===== src/rtl/seg7_scan_capture.sv =====
// seg7_scan_capture: rebuilds the 16-bit value shown on a scanned active-low 7-segment bus.
// Define FRAME_CHANGE_ONLY_EN to pulse value_valid only when the captured frame changes.
module seg7_scan_capture #(
  parameter int SETTLE_CYCLES  = 8,
  parameter int TIMEOUT_CYCLES = 1000000
) (
  input  logic        clk,
  input  logic        rst,
  input  logic [7:0]  hex_display,
  input  logic [3:0]  an,
  output logic [15:0] value,
  output logic        value_valid,
  output logic [3:0]  dp,
  output logic        decode_err,
  output logic        scan_err,
  output logic        stale
);
  localparam int SW = $clog2(SETTLE_CYCLES + 1);
  localparam int TW = $clog2(TIMEOUT_CYCLES + 1);
  localparam logic [1:0] WAIT = 2'd0, EVAL = 2'd1, HOLD = 2'd2;
  logic [3:0]    an_m, an_s, an_p, smp_an, mask, sel, nmask, dps, ndp;
  logic [7:0]    hx_m, hx_s, hx_p, smp_hx;
  logic [SW-1:0] stab;
  logic [TW-1:0] tcnt;
  logic [1:0]    st;
  logic [15:0]   slots, nslots;
  logic [4:0]    dec;
  logic          chg, settled, one_low, multi, good, bad, done, fresh;
  function automatic logic [4:0] glyph(input logic [6:0] s);
    case (s)
      7'h40: glyph = 5'h10;
      7'h79: glyph = 5'h11;
      7'h24: glyph = 5'h12;
      7'h30: glyph = 5'h13;
      7'h19: glyph = 5'h14;
      7'h12: glyph = 5'h15;
      7'h02: glyph = 5'h16;
      7'h78: glyph = 5'h17;
      7'h00: glyph = 5'h18;
      7'h10: glyph = 5'h19;
      7'h08: glyph = 5'h1A;
      7'h03: glyph = 5'h1B;
      7'h46: glyph = 5'h1C;
      7'h21: glyph = 5'h1D;
      7'h06: glyph = 5'h1E;
      7'h0E: glyph = 5'h1F;
      default: glyph = 5'h00;
    endcase
  endfunction
  always_comb begin
    chg     = {an_s, hx_s} != {an_p, hx_p};
    settled = stab == SW'(SETTLE_CYCLES);
    sel     = ~smp_an;
    one_low = $countones(sel) == 1;
    multi   = $countones(sel) > 1;
    dec     = glyph(smp_hx[6:0]);
    nmask   = mask | sel;
    nslots  = slots;
    ndp     = dps;
    for (int i = 0; i < 4; i++) begin
      nslots[4*i +: 4] = sel[i] ? dec[3:0] : slots[4*i +: 4];
      ndp[i]           = sel[i] ? ~smp_hx[7] : dps[i];
    end
    good  = st == EVAL && one_low && dec[4];
    bad   = st == EVAL && (multi || (one_low && !dec[4]));
    done  = good && nmask == 4'hF;
`ifdef FRAME_CHANGE_ONLY_EN
    fresh = {nslots, ndp} != {value, dp};
`else
    fresh = 1'b1;
`endif
  end
  assign stale = tcnt == TW'(TIMEOUT_CYCLES);
  // Blank bus as the synchroniser reset value so nothing is sampled out of reset.
  always_ff @(posedge clk or posedge rst) begin
    if (rst) begin
      {an_m, an_s, an_p, smp_an} <= '1;
      {hx_m, hx_s, hx_p, smp_hx} <= '1;
      stab <= '0;
      st   <= WAIT;
    end else begin
      {an_m, hx_m} <= {an, hex_display};
      {an_s, hx_s} <= {an_m, hx_m};
      {an_p, hx_p} <= {an_s, hx_s};
      stab <= chg ? '0 : settled ? stab : stab + 1'b1;
      st   <= st == WAIT ? (settled ? EVAL : WAIT) : st == EVAL ? HOLD : (settled ? HOLD : WAIT);
      if (st == WAIT && settled) {smp_an, smp_hx} <= {an_s, hx_s};
    end
  end
  // Final digit completes the frame straight from EVAL, giving one-cycle latency.
  always_ff @(posedge clk or posedge rst) begin
    if (rst) begin
      mask        <= '0;
      slots       <= '0;
      dps         <= '0;
      value       <= '0;
      dp          <= '0;
      value_valid <= 1'b0;
      decode_err  <= 1'b0;
      scan_err    <= 1'b0;
      tcnt        <= '0;
    end else begin
      scan_err    <= st == EVAL && multi;
      decode_err  <= st == EVAL && one_low && !dec[4];
      value_valid <= done && fresh;
      mask        <= (bad || done) ? 4'h0 : good ? nmask : mask;
      if (good) {slots, dps} <= {nslots, ndp};
      if (done) {value, dp} <= {nslots, ndp};
      tcnt <= done ? '0 : stale ? tcnt : tcnt + 1'b1;
    end
  end
endmodule


===== config.mk =====
export PLATFORM = sky130hd
export DESIGN_NAME = seg7_scan_capture
export DESIGN_NICKNAME = d
export VERILOG_FILES = /design/src/rtl/seg7_scan_capture.sv
export SDC_FILE = /design/constraint.sdc
export NUM_CORES = 1
export LEC_CHECK = 0
export CAP_MARGIN = 20
export CORE_ASPECT_RATIO = 0.5
export CORE_MARGIN = 2
export CORE_UTILIZATION = 60
export DETAILED_ROUTE_END_ITERATION = 10
export PLACE_DENSITY = 0.81
export SLEW_MARGIN = 10
export SYNTH_ARGS = -nofsm -noshare
export SYNTH_HDL_FRONTEND = slang
export SYNTH_SLANG_ARGS = --single-unit
export TNS_END_PERCENT = 30

===== constraint.sdc =====
create_clock -name clk -period 8.3 [get_ports clk]
set_clock_uncertainty 0.15 [all_clocks]
set_input_delay 0.83 -clock clk [delete_from_list [all_inputs] [get_ports clk]]
set_output_delay 0.83 -clock clk [all_outputs]
set_load 0.05 [all_outputs]

* Word level (Yosys, flattened, before mapping)
Cells that the tools add are included.
Operators by class: $lt $le $gt $ge 1, bitwise operators 3, $add $sub $neg 5, multiplexer cells 19, reduce and logical (&&, ||, !) cells 14, equal/unequal tests 23
Operators with widths (number):
- $pmux 5 s16 | 1
- $mux 20 | 2
- $eq 32x2->1 const B | 1
- $mux 4 | 8
- $eq 7x7->1 const B | 4
- $eq 7x5->1 const B | 3
- $eq 7x6->1 const B | 3
- $add 20x1->20 const B | 1
- $eq 20x20->1 const B | 1
- $eq 7x2->1 const B | 2
- $eq 7x4->1 const B | 2
- $ne 12x12->1 | 1
- $eq 4x4->1 const B | 2
- $logic_and 1x1->1 | 8
- $eq 7x3->1 const B | 1
- $logic_not 7->1 | 1
- $mux 2 | 3
- $mux 1 | 5
- $add 1x1->2 | 2
- $add 4x1->4 const B | 1
- $ne 2x2->1 const B | 2
- $not 4->4 | 1
- $or 4x4->4 | 1
- $add 2x2->3 | 1
- other kinds (7) | 8
Storage, ports and cells: word-level logic and storage cells 84, bits in registers 121, output and inout port bits 24

* Logic depth before layout (Yosys ltp)
depth after elaboration 9, mapped depth 12, mapped depth without buffers 10

* Worst setup path after synthesis
No wires, ideal clock.
path type register to output, from register tcnt[2], to output stale, data required time 7.320 ns, arrival 2.642 ns, setup slack 4.678 ns, stages on the path, launching flop included 3, buffers on the path 0, cells stage by stage dfrtp_1 > or4b_2 > nor4_1
Between the ends: word-level cells in the longest chain between the ends 1
RTL lines:
- from (decl) | line 24 | logic [TW-1:0] tcnt;
- from (signal assigned) | line 109 | tcnt <= done ? '0 : stale ? tcnt : tcnt + 1'b1;
- $eq 20x20->1 | line 73 | assign stale = tcnt == TW'(TIMEOUT_CYCLES);
- to (decl) | line 16 | output logic stale
Every way passes these cells.

* Final worst setup path
from register smp_an[0], to register dp[1]
Between the ends: word-level cells in the longest chain between the ends 7, elaborated cells on any way between the ends 9, those cells by class 2 x add/sub; 2 x eq/ne; 2 x bitwise; 3 x reduce/logical
RTL lines:
- from (decl) | line 21 | logic [3:0] an_m, an_s, an_p, smp_an, mask, sel, nmask, dps, ndp;
- from (signal assigned) | line 87 | if (st == WAIT && settled) {smp_an, smp_hx} <= {an_s, hx_s};
- $not 4->4 (*) | line 53 | sel = ~smp_an;
- $add 1x1->2 (not written as such) | line 54 | one_low = $countones(sel) == 1;
- $add 2x2->3 (not written as such) | line 54
- $eq 32x2->1 | line 54
- $logic_and 1x1->1 (2 in a row) | line 64 | good = st == EVAL && one_low && dec[4];
- $logic_and 1x1->1 (*) | line 66 | done = good && nmask == 4'hF;
- to (signal assigned) | line 108 | if (done) {value, dp} <= {nslots, ndp};
- to (decl) | line 13 | output logic [3:0] dp,
Mark *: on every way between the ends. The rest lies on a longest branch, timed or not. A chain may end at the register's enable or synchronous reset.

==> flow_summary.yaml <==
outcome:
  outcome: "finished, final reports clean"
cts:
  holdBufCountCts: 0
  numCtsBuffers: 17
  clk_pin_slew_ps: 60
  clock_path_buffers: 2
  cts_tree: "built"
  cts-root-buf: "clkbuf_16"
  cts_resized: 0
  htreeDepth: 4
  cts_sinks: 121
  clock_latency_ps: 410
  post_cts_buffers: 0
yosys:
  syn_inst: 446
  avgSynthCellArea_sq_um: 12.09
  yosysWarnings: 0
  ys_types: 62
  synth-seq-cells: 121
  async_flop_share_pct: 100.0
  ys.flop_type: "dfrtp_1"
  ys_seq_area_share_pct: 57.26
  synth-edff-count: 0
  synth_area_sq_mm: 0.005393
  synth_nets: 469
global_route:
  grt_start_max_net_pins: 72
  grt_pass1_vias: 3569
  track_usage_pct: 22.98
  grt_overflow: 0
  antenna_found_initial: 0
  grt_pass1_wl_um: 17550
finish:
  stdcell_count: 616
  final_util_pct: 73.75
  nNetsFinal: 509
  layout-drive-gt1-share_pct: 26.05
  antennaDiodeCount: 0
  syn2layout_area_growth_pct: 19.10
timing:
  final-hold-violation-count: 0
  setup_viol: 0
  worst_slew_pin_slew_ps: 885.1
  fin_crit_sh_pct: 47.39
  slew_violations: 0
  setup_tns_ps: 0
  fin_crit_ps: 3933
  fmax_ghz: 0.2542
  rsz0062_at_grt: "no"
  relSlewSlack_pct: 40.45
die:
  die_x_um: 138.1
  rows: 24
  die_area_sq_mm: 0.009808
  io_pins: 38
  die_y_um: 71.04
  design.core.area_sq_mm: 0.008708
  initial_core_util_pct: 61.93
pwr:
  seq_power_share_pct: 45.9
  power_uw: 1334
  peakVddDrop_mv: 0.1607
  combPwrFrac_pct: 1.6
  swShare_pct: 21.96
  p_int_uw: 1041
  power_switching_uw: 292.9
  power_density_mw_per_mm2: 207.8
  power_frac_clock_pct: 52.5
  p_leak_uw: 0.002773
drt:
  antenna_left: 0
  drtIter0Drc: 189
  drc_errors: 0
  vias_per_cell: 5.662
  wl_per_cell_um: 16.45
  vias: 3488
  finalWirelength_um: 10140
  firstDrtPassIters: 4
setup_path:
  endpoint_kind: "flip-flop"
  critical_path_class: "flip-flop to flip-flop"
  path_max_fanout: 32
  crit_required_ps: 8450
  cp_data_arrival_time_ps: 4080
  start_kind: "flip-flop"
placed_design:
  port_buffers: 37
  gp_routability_congestion: 0.8588
  place_hpwl_um: 6500
  dp.cells: 583
hold_path:
  min_path_type: "flip-flop to flip-flop"
run:
  maxCapViolations: 0
[critical path, cell delays in order, from the launching register on]
cell and delay [ps]:
dfstp_2 670, fa_1 440, inv_1 70, ha_1 160
inv_1 70, ha_1 280, nor3b_1 280, nand2b_1 220
nor2_1 430, a21boi_4 440, buf_12 240, mux2_1 350
[layout make-up]
| cell class | instances | area, sq um |
|---|---|---|
| clock buffers | 20 | 489.2 |
| clock inverters | 12 | 86.33 |
| fillers | 579 | 2286 |
| inverters | 23 | 88.84 |
| multi-input cells | 284 | 2126 |
| flip-flops and latches | 121 | 3088 |
| well taps | 117 | 146.4 |
| repair buffers | 39 | 397.9 |
[cell usage after synthesis (5+ instances only)]
cell type  count  share of area [%]
clkbuf_1      10               0.70
mux2i_1        5               0.93
nand2_1       23                1.6
nand4_1        6               0.70
nand3_1       16                1.5
nor3_1         6               0.56
ha_1           8                1.9
dfstp_2       48                 23
nand2b_1      11                1.3
o21ai_0       23                2.1
xnor2_1        6               0.97
xor2_1        27                4.4
nor4_1         7               0.81
inv_1         22                1.5
mux2_1        12                2.5
mux2_2        31                6.5
nor2_1        35                2.4
dfrtp_1       73                 34
[final timing paths]
path | start | endpoint | slack, ps | depth (start not counted)
max | smp_an[0] | dp[1] | 4370 | 11
min | hx_m[6] | hx_s[6] | 200 | 0
max in group asynchronous | rst | stab[1] | 6040 | 3
max reg2reg | smp_an[0] | dp[1] | 4370 | 11
min reg2reg | hx_m[6] | hx_s[6] | 200 | 0
min in group asynchronous | rst | value[4] | 700 | 2
[metal layers]
layer  vias to the layer above  wire length [um]  GRT usage [%]
li1                       1648                 -              -
met1                      1754              4817          31.41
met2                        71              4720          35.31
met3                        15               448          5.890
met4                         0               150          10.54
met5                         -                 0              0
[stage by stage]
stage          hold WS, ps  cell area (sq um)  worst slack, ps
2_1_floorplan        195.2               5393             4185
3_3_place_gp         195.7               5827             4195
3_5_place_dp         196.8               5827             4051
5_1_grt              201.9               6422             4140
4_1_cts              200.1               6402             4015
6_report             200.5               6422             4367
[cells in the final DEF, fill, tap and decap left out, types with 4 or more instances in the layout]
| cell | count |
|---|---|
| dfrtp_1 | 73 |
| dfstp_2 | 48 |
| clkdlybuf4s50_1 | 37 |
| nor2_1 | 35 |
| mux2_2 | 31 |
| xor2_1 | 27 |
| nand2_1 | 23 |
| o21ai_0 | 23 |
| inv_1 | 21 |
| clkbuf_16 | 19 |
| nand3_1 | 16 |
| mux2_1 | 12 |
| nand2b_1 | 11 |
| ha_1 | 8 |
| nor4_1 | 7 |
| nor3_1 | 6 |
| nand4_1 | 6 |
| xnor2_1 | 6 |
| mux2i_1 | 5 |
| nor4bb_1 | 4 |
| or2_2 | 4 |
| a21oi_2 | 4 |
| o211a_1 | 4 |
| o22ai_1 | 4 |
| clkinv_2 | 4 |
| clkinv_4 | 4 |
[cells by family (layout without fill, tap and decap cells)]
family                   Yosys count  in the layout  share of synthesized area (%)
AND/OR/NAND/NOR                  134            134                          13.48
flip-flops                       121            121                          57.26
AO/OA/AOI/OAI                     60             60                          8.446
multiplexers                      48             48                          9.907
buffers and inverters             41             94                          3.318
XOR/XNOR                          33             33                          5.360
adder cells (fa/ha/maj)            9              9                          2.227
[sequential cells by signal (all words and copies together) (netlist names), 8 cells and up]
name and count:
value 16, tcnt 20, hx_p 8, hx_m 8, slots 16, hx_s 8
smp_hx 8
[power by group through the flow]
stage	sequential (uW)	clock [uW]	combinational (uW)
after global routing	613	738	25.6
final	612	700	22.0
after global placement	622	0	22.4
after detailed placement	622	0	22.9
after CTS	613	706	22.9
after floorplan	620	0	12.4
No activity file was read; power rests on OpenSTA's default activity.
